--- src/rtl/mem_arb_pkg.sv ---
// Shared types and constants for the two-port memory arbiter.
// Build option: define MEM_ARB_FIXED_PRIO_EN for strict port-0 priority
// instead of round-robin arbitration.
package mem_arb_pkg;

  typedef enum logic [1:0] {
    IDLE   = 2'd0,
    ACCESS = 2'd1,
    WAIT   = 2'd2,
    DONE   = 2'd3
  } arb_state_t;

  localparam logic PORT_CPU = 1'b0;
  localparam logic PORT_LDR = 1'b1;

  localparam int DEF_AW = 8;
  localparam int DEF_DW = 8;

endpackage

--- src/rtl/mem_arbiter_rr_pick2.sv ---
// Combinational two-way request picker.
// Default: round-robin, the port not granted last wins a tie.
// With MEM_ARB_FIXED_PRIO_EN defined: port 0 always wins a tie and the
// last-grant input is ignored.
module rr_pick2
  import mem_arb_pkg::*;
(
  input  logic [1:0] req,
  input  logic       last,
  output logic       grant,
  output logic       valid
);

  assign valid = |req;

`ifdef MEM_ARB_FIXED_PRIO_EN
  logic unused_last;
  assign unused_last = last;

  // Strict priority: port 0 wins whenever it is asking
  always_comb begin
    grant = req[PORT_CPU] ? PORT_CPU : PORT_LDR;
  end
`else
  // Round-robin: a lone requester wins, a tie goes to the port not granted last
  always_comb begin
    if (req == 2'b11) grant = ~last;
    else              grant = req[PORT_LDR] ? PORT_LDR : PORT_CPU;
  end
`endif

endmodule

--- src/rtl/mem_arbiter.sv ---
// Two-port arbiter and sequencer for the single-port main memory.
// Each transaction runs IDLE -> ACCESS -> WAIT -> DONE; the memory writes on
// the negedge inside ACCESS and presents read data at the posedge ending it.
// Build option: MEM_ARB_FIXED_PRIO_EN selects strict port-0 priority and
// removes the last-grant pointer; FSM timing is identical in both builds.
module mem_arbiter
  import mem_arb_pkg::*;
#(
  parameter int AW = DEF_AW,
  parameter int DW = DEF_DW
) (
  input  logic          clk,
  input  logic          rst_n,
  input  logic          req0,
  input  logic          req1,
  input  logic [AW-1:0] addr0,
  input  logic [AW-1:0] addr1,
  input  logic [DW-1:0] wdata0,
  input  logic [DW-1:0] wdata1,
  input  logic          we0,
  input  logic          we1,
  output logic          ack0,
  output logic          ack1,
  output logic [DW-1:0] rdata,
  output logic          busy,
  output logic [AW-1:0] mem_addr,
  output logic [DW-1:0] mem_wdata,
  output logic          mem_we,
  input  logic [DW-1:0] mem_rdata
);

  arb_state_t state;
  logic       gnt;
  logic       last;
  logic       pick_grant;
  logic       pick_valid;

`ifdef MEM_ARB_FIXED_PRIO_EN
  // No pointer in the fixed-priority build; the picker ignores this input.
  assign last = PORT_LDR;
`else
  // Last-grant pointer; resets to port 1 so port 0 takes the first tie
  always_ff @(posedge clk or negedge rst_n) begin
    if (!rst_n) begin
      last <= PORT_LDR;
    end else if (state == IDLE && pick_valid) begin
      last <= pick_grant;
    end
  end
`endif

  rr_pick2 u_pick (
    .req   ({req1, req0}),
    .last  (last),
    .grant (pick_grant),
    .valid (pick_valid)
  );

  // Transaction sequencer: latch the winner, strobe the write, capture data, ack
  always_ff @(posedge clk or negedge rst_n) begin
    if (!rst_n) begin
      state     <= IDLE;
      gnt       <= PORT_CPU;
      mem_addr  <= '0;
      mem_wdata <= '0;
      mem_we    <= 1'b0;
      rdata     <= '0;
      ack0      <= 1'b0;
      ack1      <= 1'b0;
      busy      <= 1'b0;
    end else begin
      case (state)
        IDLE: begin
          if (pick_valid) begin
            gnt       <= pick_grant;
            mem_addr  <= pick_grant ? addr1  : addr0;
            mem_wdata <= pick_grant ? wdata1 : wdata0;
            mem_we    <= pick_grant ? we1    : we0;
            busy      <= 1'b1;
            state     <= ACCESS;
          end
        end
        ACCESS: begin
          // The write has happened on the negedge inside this cycle
          mem_we <= 1'b0;
          state  <= WAIT;
        end
        WAIT: begin
          // Memory output reflects mem_addr (including a just-written value)
          rdata <= mem_rdata;
          ack0  <= (gnt == PORT_CPU);
          ack1  <= (gnt == PORT_LDR);
          state <= DONE;
        end
        DONE: begin
          // Requests seen here are ignored; they are re-sampled in IDLE
          ack0  <= 1'b0;
          ack1  <= 1'b0;
          busy  <= 1'b0;
          state <= IDLE;
        end
        default: begin
          state <= IDLE;
        end
      endcase
    end
  end

endmodule
--- config.mk ---
export PLATFORM = sky130hd
export DESIGN_NAME = mem_arbiter
export DESIGN_NICKNAME = d
export VERILOG_FILES = /design/src/rtl/mem_arb_pkg.sv /design/src/rtl/mem_arbiter_rr_pick2.sv /design/src/rtl/mem_arbiter.sv
export SDC_FILE = /design/constraint.sdc
export NUM_CORES = 1
export LEC_CHECK = 0
export CAP_MARGIN = 0
export CORE_MARGIN = 3
export CORE_UTILIZATION = 35
export CTS_CLUSTER_DIAMETER = 120
export CTS_CLUSTER_SIZE = 30
export DETAILED_ROUTE_END_ITERATION = 10
export PLACE_DENSITY = 0.68
export SKIP_LAST_GASP = 1
export SYNTH_ARGS = -nofsm -noshare
export SYNTH_HDL_FRONTEND = slang
export SYNTH_HIERARCHICAL = 1
export SYNTH_SLANG_ARGS = --single-unit
--- constraint.sdc ---
create_clock -name clk -period 2.85 [get_ports clk]
set_clock_uncertainty 0.2 [all_clocks]
set_input_delay 0.57 -clock clk [delete_from_list [all_inputs] [get_ports clk]]
set_output_delay 0.57 -clock clk [all_outputs]
set_load 0.1 [all_outputs]
==> flow_summary.toml, run 1 <==
[clocking]
clkSinkCount = 32
cts_tree = "yes"
clkLatencyLatePin_ns = 0.27
clock_tree_root_driver_cell = "clkbuf_8"
cts_resized = 0
ctsLongestPathBuffers = 2
cts_made_buffers = 5
htree_levels = 2
cts_hold_buf = 0
post_cts_buffers = 0
clkSlewWorstSetupHoldPaths_ns = 0.06

[timing]
max_freq_ghz = 0.486
post-route-period-util = 0.721
setup-tns-final_ns = 0
unrepaired_setup_endpoints_after_global_routing = "no"
setup-violations-final = 0
maxSlewHeadroom = 0.741
timing.final.hold_violations = 0
worst_pin_slew_ns = 0.388
final_period_minus_worst_setup_slack_ns = 2.06
final_max_tran_viols = 0

[floorplan]
die_area_um2 = 5290
die_height_um = 72.8
pin_count = 74
start_util = 0.377
core.rowCount = 23
chipWidth_um = 72.8
coreArea_um2 = 4140

[global_route]
grt_pass1_wl_mm = 5.96
pin_count_of_the_biggest_net_entering_global_routing = 33
first_global_vias = 1325
grt_usage = 0.145
gr-total-overflow = 0
antenna_found_initial = 0

[yosys]
syn-mean-instance-area_um2 = 12.2
postSynthRegisterBits = 32
synth_seq_area_share = 0.514
netlist-cell-type-count = 20
synth_warnings = 6
synth_nets = 181
synthesis.area_um2 = 1560
postSynthCellCount = 128

[layout]
layout.cells.most_common = "clkdlybuf4s50_1"
final_cell_mix = "clkdlybuf4s50_1 (45), a21oi_1 (32), buf_4 (32)"
diodes_inserted = 0
finalNetCount = 256
post-route-cell-area_um2 = 2340
drive_above_1_share = 0.265
areaGrowthSynthToFinish_pct = 49.7
layoutNonFillerInstCount = 254
filler_cell_count = 369

[routing]
first_iter_violations = 36
post_drt_via_cell_ratio = 4.87
wirelength_mm = 3.62
route.detailed.drc = 0
drt-pass1-iter-count = 4
num_vias = 1238
wire_per_inst_um = 14.2
postRouteAntennaNets = 0

[placement]
post_dp_cell_area_um2 = 2250
io_buffers = 73
placed_cells = 246
dp_hpwl_mm = 2.78
final_weighted_congestion_of_routability_driven_global_placement = 0.728

[worst_setup_path]
critical_path.slowest_cell = "clkdlybuf4s50_1"
maximum_fanout_encountered_on_the_critical_timing_path = 18
required_time_worst_endpoint_ns = 2.80
crit_path_end_kind = "register"
top_cell_family_by_delay_on_the_critical_path = "simple AND/OR/NAND/NOR gates"
critical_path.reg2reg.startpoint = "state[0]$_DFFE_PN0P_"
cpPeakStageDelay_ns = 0.49
timing_worst_setup_path_type = "in -> reg"
cp.arrival_ns = 2.01
setup.worst_path.start_class = "primary input"
crit_buf_inv = 1
critical_path.cell_chain = "clkdlybuf4s50_1 -> or2_1 -> and2_4 -> mux2_4"
timing.critical_path.from = "req0"

[hold_path]
holdCritStartpoint = "rdata[7]$_DFFE_PN0N_"
holdCritPathClass = "reg -> reg"

[status]
status = "complete, no violations"

[job]
max_cap_violations = 0
==> sequential cells by signal, indices dropped and copies added (netlist names) <==
register	flops
ack0	1
mem_addr	8
rdata	8
last	1
state	2
mem_wdata	8
ack1	1
busy	1
mem_we	1
gnt	1
==> Yosys cell counts, drive strengths merged <==
cell | n | area (um2)
mux2 | 12 | 143
nor2b | 1 | 6.26
dfrtp | 31 | 776
clkbuf | 1 | 3.75
a21oi | 32 | 160
ha | 7 | 87.6
a21boi | 1 | 7.51
buf | 8 | 67.6
nor2 | 4 | 15.0
nand3b | 2 | 15.0
inv | 3 | 11.3
and2 | 1 | 8.76
dfstp | 1 | 26.3
or3b | 1 | 8.76
mux2i | 21 | 210
o211ai | 1 | 7.51
or2 | 1 | 6.26
==> cell type report <==
| cell class | count | area, um2 | share of cell area |
|---|---|---|---|
| Clock buffer | 8 | 90.1 | 0.0386 |
| Sequential cell | 32 | 802 | 0.343 |
| Timing Repair Buffer | 77 | 691 | 0.296 |
| Inverter | 3 | 11.3 | 0.00482 |
| Multi-Input combinational cell | 84 | 679 | 0.291 |
| Tap cell | 50 | 62.6 | 0.0268 |
==> final timing paths <==
kind | end | slack [ns] | cells past startpoint
min in group asynchronous | busy$_DFFE_PN0P_ | 0.49 | 2
worst min-delay path | rdata[7]$_DFFE_PN0N_ | 0.31 | 1
worst min register to register | rdata[7]$_DFFE_PN0N_ | 0.31 | 1
worst max-delay path | gnt$_DFFE_PN0P_ | 0.79 | 4
worst max register to register | gnt$_DFFE_PN0P_ | 0.94 | 5
max in group asynchronous | last$_DFFE_PN1P_ | 1.64 | 2
==> layer usage <==
layer  vias to the layer above  wire [um]  GRT usage
met5                         -          0          0
met4                         0         40     0.0553
met3                         5        301     0.0399
met2                        52       1760      0.241
met1                       581       1510      0.179
li1                        600          -          -
==> through the flow <==
| step | util | hold WS, ns | setup WS [ns] |
|---|---|---|---|
| 2_1_floorplan | - | 0.0744 | 1.07 |
| 6_report | 0.564 | 0.309 | 0.794 |
| 4_1_cts | 0.564 | 0.311 | 0.818 |
| 5_1_grt | 0.564 | 0.327 | 0.760 |
| 3_5_place_dp | 0.542 | 0.297 | 0.538 |
| 3_3_place_gp | 0.542 | 0.292 | 0.566 |
==> cell families after synthesis <==
logic type,after synthesis,share of synthesized area
compound gates,34,0.112
mux,33,0.226
flops,32,0.514
buf+inv,12,0.0529
simple gates,10,0.0385
fa+ha+maj,7,0.0561
Power of run 1 is not shown: default switching activity piles up to over one toggle a cycle in this logic, so the estimate is an artifact.
==> run 2: changes to the inputs <==
==> constraint.sdc (replaced) <==
create_clock -name clk -period 1.9 [get_ports clk]
set_clock_uncertainty 0.2 [all_clocks]
set_input_delay 0.38 -clock clk [delete_from_list [all_inputs] [get_ports clk]]
set_output_delay 0.38 -clock clk [all_outputs]
set_load 0.1 [all_outputs]
==> run 2 against run 1 <==
Net effect: non-clock buffer count rose by 5; global-route usage rose by 1.7 points; first-iteration DRC count rose by 94%; sequential share of layout area fell by 5.0 points; clock-buffer cell count fell by 2; final cell count rose by 1.6%; setup slack got worse by 0.57 ns; sequential cell count did not move; critical path depth did not move; register-to-register slack got worse by 0.72 ns; die area did not move.
==> flow_summary.toml, run 2 (same netlist as run 1, synthesis figures left out) <==
[placement]
placed_cells = 251
io_buffers = 73
final_weighted_congestion_of_routability_driven_global_placement = 0.752
dp_hpwl_mm = 3.12

[routing]
route.detailed.drc = 0
post_drt_via_cell_ratio = 4.93
postRouteAntennaNets = 0
wire_per_inst_um = 14.9
wirelength_mm = 3.84
drt-pass1-iter-count = 4
first_iter_violations = 70
num_vias = 1271

[timing]
post-route-period-util = 0.882
setup-violations-final = 0
final_period_minus_worst_setup_slack_ns = 1.68
maxSlewHeadroom = 0.769
worst_pin_slew_ns = 0.347
final_max_tran_viols = 0
hold-worst-slack_ns = 0.275
max_freq_ghz = 0.597
unrepaired_setup_endpoints_after_global_routing = "no"
timing.final.hold_violations = 0

[worst_setup_path]
critical_path.cell_chain = "inv_1 -> ha_1 -> nor2b_1 -> mux2_2"
cp.arrival_ns = 1.64
maximum_fanout_encountered_on_the_critical_timing_path = 5
crit_buf_inv = 1
top_cell_family_by_delay_on_the_critical_path = "flip-flops"
required_time_worst_endpoint_ns = 1.87
crit_path_end_kind = "register"
critical_path.slowest_cell = "dfrtp_1"
worst-r2r-setup-slack_ns = 0.22
timing_worst_setup_path_type = "reg -> reg"
setup.worst_path.start_class = "register"
cpPeakStageDelay_ns = 0.42

[floorplan]
coreArea_um2 = 4140
die_area_um2 = 5290
start_util = 0.377
core.rowCount = 23
chipWidth_um = 72.8
pin_count = 74
die_height_um = 72.8

[clocking]
ctsLongestPathBuffers = 2
clkSlewWorstSetupHoldPaths_ns = 0.06
cts_made_buffers = 5
post_cts_buffers = 0
htree_levels = 2
cts_resized = 0
clock_tree_root_driver_cell = "clkbuf_8"
cts_hold_buf = 0
clkSinkCount = 32
clkLatencyLatePin_ns = 0.28
cts_tree = "yes"

[layout]
diodes_inserted = 0
drive_above_1_share = 0.284
layoutNonFillerInstCount = 258
largestRegisters = "mem_addr (8), mem_wdata (8), rdata (8)"
areaGrowthSynthToFinish_pct = 75.4
final_cell_mix = "clkdlybuf4s50_1 (45), a21oi_1 (32), dfrtp_1 (31)"
layout.cells.most_common = "clkdlybuf4s50_1"
finalNetCount = 261

[global_route]
antenna_found_initial = 0
pin_count_of_the_biggest_net_entering_global_routing = 33
first_global_vias = 1351
grt_usage = 0.162
gr-total-overflow = 0
grt_pass1_wl_mm = 6.56

[job]
max_cap_violations = 0

[status]
status = "complete, no violations"

[hold_path]
holdCritPathClass = "in -> async"
==> run 2: cell count changes in the layout (fill, tap and decap cells not counted), sizes merged <==
cell / before / now
clkbuf: 8 / 6
clkinv: 0 / 1
buf: 32 / 37
==> run 2: worst reg2reg max path: cells and delay by family (launching register included) <==
family	cells	cell delay, ns
adder cells (fa/ha/maj)	1	0.24
multiplexers	1	0.35
buffers and inverters	1	0.16
flip-flops	1	0.42
AND/OR/NAND/NOR	1	0.20
==> run 2: through the flow <==
stage          setup slack, ns  instance area, um2  setup TNS [ns]  utilization
2_1_floorplan            0.122                1560               0            -
3_3_place_gp           -0.0126                2660         -0.0126        0.642
3_5_place_dp           -0.0288                2660         -0.0604        0.642
4_1_cts                  0.221                2740               0        0.660
5_1_grt                  0.112                2740               0        0.660
6_report                 0.225                2740               0        0.660
==> run 2: final cells by class <==
cell class	count	area, um2
inverter	3	11.3
clock buffer	6	72.6
clock inverter	1	5.00
multi-input combinational	84	679
tap	50	62.6
sequential	32	802
fill	312	1410
timing repair buffer	82	1100
==> run 2: worst paths after layout <==
check,from,to,depth (start not counted)
setup / recovery,state[0]$_DFFE_PN0P_,state[1]$_DFFE_PN0P_,4
hold / removal,rst_n,mem_we$_DFFE_PN0P_,2
setup reg to reg,state[0]$_DFFE_PN0P_,state[1]$_DFFE_PN0P_,4
hold reg to reg,rdata[4]$_DFFE_PN0N_,rdata[4]$_DFFE_PN0N_,1
max in group asynchronous,rst_n,last$_DFFE_PN1P_,2
min in group clk,rdata[4]$_DFFE_PN0N_,rdata[4]$_DFFE_PN0N_,1
==> run 2: per-layer routing <==
| metal | global-route usage | vias to the layer above | share of wire | wire length, um |
|---|---|---|---|---|
| met5 | 0 | - | 0 | 0 |
| met2 | 0.260 | 48 | 0.50 | 1920 |
| met3 | 0.0661 | 5 | 0.091 | 350 |
| met1 | 0.193 | 608 | 0.39 | 1510 |
| met4 | 0.0676 | 0 | 0.015 | 56 |
| li1 | - | 610 | - | - |
Power of run 2 is left out for the same reason.
==> run 3: changes to the inputs <==
--- a/config.mk
+++ b/config.mk
@@ -11,6 +11,7 @@
 export CTS_CLUSTER_DIAMETER = 120
 export CTS_CLUSTER_SIZE = 30
 export DETAILED_ROUTE_END_ITERATION = 10
+export HOLD_SLACK_MARGIN = 0.08
 export PLACE_DENSITY = 0.68
 export SKIP_LAST_GASP = 1
 export SYNTH_ARGS = -nofsm -noshare
==> results of run 3 <==
No change in the layout: final DEF, timing and power equal those of run 2.
Power of run 3 is left out for the same reason.
